===== src/rtl/sdram_port_arbiter.sv =====
// Multi-channel arbiter for the SDRAM Avalon-MM port: ch0 fixed priority, others round-robin,
// locked bursts, pipelined reads with a tag FIFO that steers read data back to its channel.
module sdram_port_arbiter #(
    parameter int NCH       = 3,
    parameter int ADDR_W    = 25,
    parameter int DATA_W    = 32,
    parameter int BLEN_W    = 5,
    parameter int TAG_DEPTH = 8
) (
    input  logic                       Clk,
    input  logic                       Reset_n,
    input  logic [NCH-1:0]             req_read,
    input  logic [NCH-1:0]             req_write,
    input  logic [NCH*ADDR_W-1:0]      req_addr,
    input  logic [NCH*BLEN_W-1:0]      req_blen,
    input  logic [NCH*DATA_W-1:0]      req_wdata,
    input  logic [NCH*(DATA_W/8)-1:0]  req_byteen_n,
    output logic [NCH-1:0]             grant,
    output logic [NCH-1:0]             beat_ack,
    output logic [DATA_W-1:0]          rd_data,
    output logic [NCH-1:0]             rd_valid,
    output logic                       tag_err,
    output logic [ADDR_W-1:0]          mem_address,
    output logic                       mem_read_n,
    output logic                       mem_write_n,
    output logic [DATA_W-1:0]          mem_writedata,
    output logic [DATA_W/8-1:0]        mem_byteen_n,
    input  logic                       mem_wait,
    input  logic [DATA_W-1:0]          mem_readdata,
    input  logic                       mem_rvalid
);
    localparam int BE_W = DATA_W / 8;
    localparam int CH_W = (NCH > 1) ? $clog2(NCH) : 1;
    localparam int TP_W = $clog2(TAG_DEPTH);
    localparam int TC_W = TP_W + 1;

    typedef enum logic [1:0] {IDLE, RD_BURST, WR_BURST} state_t;

    state_t              state_q, state_d;
    logic [NCH-1:0]      grant_q, grant_d;
    logic [CH_W-1:0]     ch_q, ch_d;
    logic [CH_W-1:0]     rr_q, rr_d;
    logic [ADDR_W-1:0]   addr_q, addr_d;
    logic [BLEN_W-1:0]   cnt_q, cnt_d;
    logic [TP_W-1:0]     wr_ptr_q, wr_ptr_d;
    logic [TP_W-1:0]     rd_ptr_q, rd_ptr_d;
    logic [TC_W-1:0]     tcnt_q, tcnt_d;
    logic                tag_err_q, tag_err_d;
    logic [CH_W-1:0]     tag_mem_q [TAG_DEPTH];

    logic [NCH-1:0]      req_any;
    logic                win_vld;
    logic [CH_W-1:0]     win_ch;
    logic [BLEN_W-1:0]   win_blen;
    logic                fifo_full;
    logic                accept;
    logic                push;
    logic                pop;

    assign req_any   = req_read | req_write;
    assign win_blen  = req_blen[win_ch*BLEN_W +: BLEN_W];
    assign fifo_full = (tcnt_q == TC_W'(TAG_DEPTH));
    assign accept    = ((state_q == RD_BURST && !fifo_full) || state_q == WR_BURST) && !mem_wait;
    assign push      = accept && (state_q == RD_BURST);
    assign pop       = mem_rvalid && (tcnt_q != '0);

    assign grant         = grant_q;
    assign beat_ack      = accept ? grant_q : '0;
    assign tag_err       = tag_err_q;
    assign mem_address   = addr_q;
    // A full tag FIFO holds off read issue so every return still has a slot.
    assign mem_read_n    = !(state_q == RD_BURST && !fifo_full);
    assign mem_write_n   = (state_q != WR_BURST);
    assign mem_writedata = (state_q == WR_BURST) ? req_wdata[ch_q*DATA_W +: DATA_W] : '0;
    assign mem_byteen_n  = (state_q == WR_BURST) ? req_byteen_n[ch_q*BE_W +: BE_W] : '1;
    assign rd_data       = mem_readdata;
    assign rd_valid      = pop ? (NCH'(1) << tag_mem_q[rd_ptr_q]) : '0;

    // ch0 first, then the first requester at or after rr_q among 1..NCH-1.
    always_comb begin
        int idx;
        idx     = 0;
        win_vld = 1'b0;
        win_ch  = '0;
        if (req_any[0]) begin
            win_vld = 1'b1;
        end else begin
            for (int k = 0; k < NCH - 1; k++) begin
                idx = int'(rr_q) + k;
                if (idx >= NCH) idx = idx - (NCH - 1);
                if (!win_vld && req_any[idx]) begin
                    win_vld = 1'b1;
                    win_ch  = CH_W'(idx);
                end
            end
        end
    end

    always_comb begin
        state_d   = state_q;
        grant_d   = grant_q;
        ch_d      = ch_q;
        rr_d      = rr_q;
        addr_d    = addr_q;
        cnt_d     = cnt_q;
        wr_ptr_d  = wr_ptr_q;
        rd_ptr_d  = rd_ptr_q;
        tcnt_d    = tcnt_q;
        tag_err_d = tag_err_q | (mem_rvalid && tcnt_q == '0);

        if (state_q == IDLE) begin
            if (win_vld) begin
                state_d = req_read[win_ch] ? RD_BURST : WR_BURST;
                grant_d = NCH'(1) << win_ch;
                ch_d    = win_ch;
                addr_d  = req_addr[win_ch*ADDR_W +: ADDR_W];
                cnt_d   = (win_blen == '0) ? BLEN_W'(1) : win_blen;
                if (win_ch != '0)
                    rr_d = (win_ch == CH_W'(NCH - 1)) ? CH_W'(1) : win_ch + CH_W'(1);
            end
        end else if (accept) begin
            addr_d = addr_q + ADDR_W'(1);
            cnt_d  = cnt_q - BLEN_W'(1);
            if (cnt_q == BLEN_W'(1)) begin
                state_d = IDLE;
                grant_d = '0;
            end
        end

        if (push) wr_ptr_d = wr_ptr_q + TP_W'(1);
        if (pop)  rd_ptr_d = rd_ptr_q + TP_W'(1);
        tcnt_d = tcnt_q + TC_W'(push) - TC_W'(pop);
    end

    always_ff @(posedge Clk or negedge Reset_n) begin
        if (!Reset_n) begin
            state_q   <= IDLE;
            grant_q   <= '0;
            ch_q      <= '0;
            rr_q      <= CH_W'(1);
            addr_q    <= '0;
            cnt_q     <= '0;
            wr_ptr_q  <= '0;
            rd_ptr_q  <= '0;
            tcnt_q    <= '0;
            tag_err_q <= 1'b0;
        end else begin
            state_q   <= state_d;
            grant_q   <= grant_d;
            ch_q      <= ch_d;
            rr_q      <= rr_d;
            addr_q    <= addr_d;
            cnt_q     <= cnt_d;
            wr_ptr_q  <= wr_ptr_d;
            rd_ptr_q  <= rd_ptr_d;
            tcnt_q    <= tcnt_d;
            tag_err_q <= tag_err_d;
        end
    end

    always_ff @(posedge Clk) begin
        if (push) tag_mem_q[wr_ptr_q] <= ch_q;
    end
endmodule


===== config.mk =====
export PLATFORM = sky130hd
export DESIGN_NAME = sdram_port_arbiter
export DESIGN_NICKNAME = d
export VERILOG_FILES = /design/src/rtl/sdram_port_arbiter.sv
export SDC_FILE = /design/constraint.sdc
export NUM_CORES = 1
export LEC_CHECK = 0
export ABC_AREA = 0
export CELL_PAD_IN_SITES_DETAIL_PLACEMENT = 0
export CELL_PAD_IN_SITES_GLOBAL_PLACEMENT = 2
export CORE_MARGIN = 3
export CORE_UTILIZATION = 20
export DETAILED_ROUTE_END_ITERATION = 8
export PLACE_DENSITY = 0.85
export SLEW_MARGIN = 30
export SYNTH_ARGS = -nofsm -noshare
export SYNTH_HDL_FRONTEND = slang
export SYNTH_SLANG_ARGS = --single-unit

===== constraint.sdc =====
create_clock -name Clk -period 4.1 [get_ports Clk]
set_input_delay 0.82 -clock Clk [delete_from_list [all_inputs] [get_ports Clk]]
set_output_delay 0.82 -clock Clk [all_outputs]
set_load 0.02 [all_outputs]

==> flow_summary.json, run 1 <==
{
  "reg2reg_to": "mem_address[21]$_DFFE_PN0P_",
  "synthFlopType": "dfrtp_1",
  "postPlaceCellArea_mm2": 0.008015,
  "core_area_mm2": 0.02518,
  "die_area_mm2": 0.02763,
  "synthArstFlopShare_pct": 75.76,
  "ys_seq_area_share_pct": 33.76,
  "power_mw": 5.001,
  "rsz0062_at_grt": "no",
  "h-tree-depth": 3,
  "pre_cts_ws_ps": 679.4,
  "clkSinkCount": 66,
  "hold_violations": 0,
  "crit_required_ps": 3280,
  "slowest_delay_ps": 630,
  "holdPathEnd": "tag_err$_DFF_PN0_",
  "antenna_found_initial": 1,
  "power.switching_mw": 2.229,
  "antenna_cells": 0,
  "clk_latency_ps": 340,
  "worst_slew_pin_slew_ps": 894.4,
  "finalMaxSlewViolations": 0,
  "io_buffers": 280,
  "gp_congestion": 0.8084,
  "status": "finished, final reports clean",
  "crit_type": "primary input to output port",
  "io_pins": 345,
  "layout_setup_ws_ps": 679.4,
  "avgSynthCellArea_um2": 8.471,
  "cts.clk_slew.worst_paths_ps": 50,
  "hold_class": "register to register",
  "swShare_pct": 44.58,
  "die_h_um": 166.2,
  "combPwrFrac_pct": 58.2,
  "maxSlewHeadroom_pct": 40.37,
  "grt_max_degree": 46,
  "dr.pass1.iters": 4,
  "critPathMostFrequentCell": "clkdlybuf4s50_1",
  "ant_nets": 0,
  "cp-start-kind": "primary input",
  "fin_util_pct": 33.00,
  "fp.dieW_um": 166.2,
  "power.leakage_nw": 3.134,
  "drt_iter0_drc": 229,
  "setup-tns-final_ps": 0,
  "via_count": 5353,
  "grt_overflow_total": 0,
  "finalInstanceArea_mm2": 0.008309,
  "slowest_stage": "clkdlybuf4s50_1",
  "syn-cell-area_mm2": 0.005134,
  "syn_nets": 858,
  "vdd_drop_max_mv": 0.3333,
  "max_freq_mhz": 292.3,
  "routedWlPerCell_um": 17.36,
  "grt.total_usage_pct": 14.28,
  "setup_viol": 0,
  "grt_pass1_vias": 5479,
  "arrival_ps": 2600,
  "crit_chain": "clkdlybuf4s50_1 > a21boi_1 > nor3b_1 > clkdlybuf4s50_1",
  "drc": 0,
  "synth_warnings": 0,
  "layout-drive-gt1-share_pct": 6.413,
  "fin_nets": 1089,
  "drt-total-wl_um": 20350,
  "cts_hold_buf": 0,
  "intPower_mw": 2.771,
  "p_per_area_mw_per_mm2": 601.8,
  "syn-instance-count": 606,
  "cts_resized": 0,
  "cts_root_buffer": "clkbuf_16",
  "worstRegToRegCells": 7,
  "initial_core_util_pct": 20.39,
  "area_delta_synth_final_pct": 61.86,
  "cap_violations": 0,
  "post-cts-setup-buffers": 0,
  "std_cell_rows": 58,
  "skew_ps": 12.24,
  "mostFrequentLayoutCells": "clkdlybuf4s50_1, nor2_1, a21oi_1",
  "min_period_ps": 3421,
  "min_period_over_period_pct": 83.43,
  "synth_edf_count": 16,
  "end_kind": "output port",
  "ys_types": 67,
  "vias_per_cell": 4.567,
  "r2r_slack_ps": 1520,
  "pwr-share-clk_pct": 15.7,
  "final_common_cell": "clkdlybuf4s50_1",
  "synth.ff_latch_count": 66,
  "worstHoldStart": "tag_err$_DFF_PN0_",
  "cts_tree": "yes",
  "crit_fanout": 7,
  "numCtsBuffers": 9,
  "power_frac_seq_pct": 26.1,
  "r2r_start": "state_q[0]$_DFFE_PN0P_",
  "dp_hpwl_um": 15570,
  "hold_depth": 1,
  "clockBufferDepth": 2,
  "grt_pass1_wl_um": 31460
}
[through the flow]
stage,hold slack [ps],std cells
detailed placement,455.4,1156
global placement,448.9,1156
finish,464.2,1172
CTS,467.7,1172
global route,481.2,1172
floorplan,479.1,606
[power groups by stage]
stage / combinational, mW / sequential (mW) / clock, mW
detailed placement: 2.94 / 1.31 / 0
global route: 3.20 / 1.36 / 0.833
global placement: 2.93 / 1.31 / 0
finish: 2.91 / 1.31 / 0.785
CTS: 2.96 / 1.31 / 0.812
floorplan: 1.68 / 1.34 / 0
[cell usage after synthesis, drive strengths merged, types with 3 or more instances]
cell type	instances	area, um2
nand4	4	25.02
o21ai	30	150.1
inv	13	48.80
nand2	47	176.4
and2	7	43.79
o31ai	3	22.52
clkbuf	19	71.32
nor3	9	50.05
or2	3	18.78
a22o	4	35.03
a222oi	4	40.04
a221oi	14	128.9
nand3	9	45.04
dfrtp	49	1226
edfxtp	16	480.5
ha	11	137.6
xor2	6	52.55
buf	54	382.9
nand2b	3	26.27
nor2	99	371.6
mux4	4	90.09
o22a	8	70.07
mux2	5	56.30
a21oi	81	409.1
a21o	7	52.55
a211oi	3	35.03
a221o	11	113.9
and3	7	43.79
mux2i	40	400.4
[worst max-delay path, delay by kind of cell]
family,cells,cell delay (ps)
AO/OA/AOI/OAI,1,430
buffers and inverters,2,1110
AND/OR/NAND/NOR,1,240
[flip-flops by register name, summed over array words and instances (netlist names)]
register and count:
mem_address 25, tcnt_q 4, rr_q 2, rd_ptr_q 3
grant 3, ch_q 2, cnt_q 5, state_q 2
tag_err 1, wr_ptr_q 3, tag_mem_q 16
[worst max-delay path by stage]
stage                            end  depth (start not counted)  slack, ps               startpoint
floorplan                rd_valid[1]                          4       1330  rd_ptr_q[0]$_DFFE_PN0P_
global placement         rd_valid[1]                          4        680               mem_rvalid
detailed placement       rd_valid[1]                          4        680               mem_rvalid
CTS                      rd_valid[1]                          4        670               mem_rvalid
global route        mem_writedata[1]                          5        550      ch_q[1]$_DFFE_PN0P_
finish                   rd_valid[1]                          4        680               mem_rvalid
[cell families after synthesis]
kind of cell / after synthesis / share of synthesized area (%)
adder cells (fa/ha/maj): 12 / 3.071
XOR/XNOR: 8 / 1.365
buffers and inverters: 86 / 9.798
multiplexers: 49 / 10.65
flip-flops: 66 / 33.76
AND/OR/NAND/NOR: 200 / 17.43
AO/OA/AOI/OAI: 185 / 23.93
[area by class of cell]
type / count / area (um2)
inverter: 13 / 48.80
fill: 2613 / 16870
tap: 330 / 412.9
clock inverter: 6 / 65.06
timing repair buffer: 293 / 2910
multi-input combinational: 454 / 2909
sequential: 66 / 1734
clock buffer: 10 / 229.0
[metal layers]
layer / GRT usage, % / routed length (um) / vias up
met1: 17.69 / 8774 / 2509
met4: 3.479 / 310 / 2
met3: 4.618 / 1350 / 29
met2: 24.19 / 9896 / 172
li1: - / - / 2641
met5: 0 / 13 / -
No activity file was read; power rests on OpenSTA's default activity.
==> run 2, diff against run 1 <==
Settings changed: CORE_UTILIZATION 20 to 19, PLACE_DENSITY 0.85 to 0.81.
Clock period 4.1 ns to 3.3 ns, I/O delays scaled along.
==> run 2 against run 1 <==
  * Die area grew 5.1%
  * Via count grew 1.6%
  * Combinational power grew 29%
  * Clock skew shrank 1.8 ps
  * Critical path type is now register to output port
  * Largest cell class unchanged
  * Highest routed layer is now met4
==> flow_summary.json, run 2 (synthesis results as in run 1) <==
{
  "status": "finished, final reports clean",
  "power.leakage_nw": 3.202,
  "clk_latency_ps": 340,
  "rsz0062_at_grt": "no",
  "hold_violations": 0,
  "gp_congestion": 0.7842,
  "dp_hpwl_um": 17250,
  "use_met3_pct": 2.160,
  "fillers": 2762,
  "drc": 0,
  "end_kind": "output port",
  "dr.pass1.iters": 5,
  "min_period_ps": 3110,
  "combPwrFrac_pct": 58.4,
  "area_delta_synth_final_pct": 65.00,
  "grtUsageMet1_pct": 19.94,
  "arrival_ps": 2450,
  "setup-tns-final_ps": 0,
  "grt.total_usage_pct": 14.70,
  "min_period_over_period_pct": 94.24,
  "worst_slew_pin_slew_ps": 950.7,
  "seq_area_mm2": 0.001735,
  "postPlaceCellArea_mm2": 0.008147,
  "h-tree-depth": 3,
  "r2r_slack_ps": 760,
  "hold_class": "primary input to async pin",
  "crit_required_ps": 2640,
  "via_count": 5440,
  "cap_violations": 0,
  "grt_pass1_vias": 5472,
  "grt_max_degree": 39,
  "use_met2_pct": 25.21,
  "die_area_mm2": 0.02903,
  "finalInstanceArea_mm2": 0.008471,
  "crit_type": "register to output port",
  "p_per_area_mw_per_mm2": 758.0,
  "fp.dieW_um": 170.4,
  "vias_per_cell": 4.595,
  "die_h_um": 170.4,
  "power.switching_mw": 2.817,
  "drt-total-wl_um": 22080,
  "core_area_mm2": 0.02628,
  "multi_input_area_mm2": 0.002913,
  "intPower_mw": 3.604,
  "grt_busiest_layer": "met2",
  "cts_root_buffer": "clkbuf_16",
  "mostFrequentLayoutCells": "clkdlybuf4s50_1, nor2_1, a21oi_1",
  "skew_ps": 10.45,
  "largest_register_ffs": 25,
  "numCtsBuffers": 9,
  "grt_pass1_wl_um": 33150,
  "final_common_cell": "clkdlybuf4s50_1",
  "antenna_cells": 0,
  "initial_core_util_pct": 19.53,
  "swShare_pct": 43.87,
  "grt_overflow_total": 0,
  "layout-drive-gt1-share_pct": 7.420,
  "drt_iter0_drc": 331,
  "maxSlewHeadroom_pct": 35.73,
  "pwr-share-clk_pct": 16.1,
  "std_cell_rows": 59,
  "finalMaxSlewViolations": 0,
  "io_buffers": 280,
  "setup_viol": 0,
  "crit_fanout": 6,
  "io_pins": 345,
  "fin_nets": 1096,
  "fin_util_pct": 32.23,
  "vdd_drop_max_mv": 0.2597,
  "ant_nets": 0,
  "power_frac_seq_pct": 25.5,
  "routedWlPerCell_um": 18.65,
  "cts.clk_slew.worst_paths_ps": 60,
  "antenna_found_initial": 0,
  "cts_tree": "yes",
  "cp-start-kind": "register",
  "max_freq_mhz": 321.6,
  "clkSinkCount": 66,
  "clockBufferDepth": 2
}
run 2: path summary, 6_finish.rpt:
| check | from | end | cells after the start |
|---|---|---|---|
| setup / recovery | rd_ptr_q[0]$_DFFE_PN0P_ | rd_valid[1] | 4 |
| hold / removal | Reset_n | mem_address[11]$_DFFE_PN0P_ | 1 |
| setup reg to reg | tcnt_q[0]$_DFF_PN0_ | mem_address[5]$_DFFE_PN0P_ | 8 |
| hold reg to reg | tag_err$_DFF_PN0_ | tag_err$_DFF_PN0_ | 1 |
| max in group asynchronous | Reset_n | rr_q[0]$_DFFE_PN1P_ | 2 |
| min in group Clk | tag_err$_DFF_PN0_ | tag_err$_DFF_PN0_ | 1 |
run 2: worst max-delay path: stages, from the launching register on:
cell and delay (ps):
dfrtp_2 460, mux4_2 530, mux2_2 300, nor3b_1 190, clkdlybuf4s50_1 630
run 2: metal layers:
| layer | wire length (um) | up-vias |
|---|---|---|
| met5 | 0 | - |
| met1 | 9757 | 2668 |
| met4 | 148 | 0 |
| met3 | 608 | 10 |
| met2 | 11570 | 107 |
| li1 | - | 2655 |
run 2: per-stage QoR:
stage | setup slack, ps | total power, mW | cells | hold slack, ps
after floorplan | 686.0 | 3.761 | 606 | 364.4
after global placement | 115.3 | 5.421 | 1168 | 463.4
after detailed placement | 125.2 | 5.437 | 1168 | 454.2
after CTS | 33.19 | 6.506 | 1184 | 370.6
after global routing | 78.50 | 6.917 | 1184 | 391.2
final | 190.1 | 6.421 | 1184 | 356.5
run 2: final cells by class:
class	count	area share [%]
clock inverter	6	1.064
sequential	66	20.49
inverter	13	0.5761
timing repair buffer	300	35.83
clock buffer	10	2.703
multi-input combinational	454	34.39
tap	335	4.948
run 2: power groups by stage:
| stage | logic (mW) | clock network, mW | registers [mW] |
|---|---|---|---|
| 2_1_floorplan | 2.09 | 0 | 1.67 |
| 3_3_place_gp | 3.77 | 0 | 1.65 |
| 3_5_place_dp | 3.78 | 0 | 1.66 |
| 4_1_cts | 3.80 | 1.06 | 1.64 |
| 5_1_grt | 4.12 | 1.10 | 1.70 |
| 6_report | 3.75 | 1.04 | 1.63 |
run 2: timing repair:
| action | CTS | global route |
|---|---|---|
| gates resized for setup | 1 | 1 |
| setup buffers | 0 | 0 |
| setup endpoints to repair | 1 | 1 |
| pin swaps | 0 | 0 |
| hold buffers | 0 | 0 |
| gates cloned | 0 | 0 |
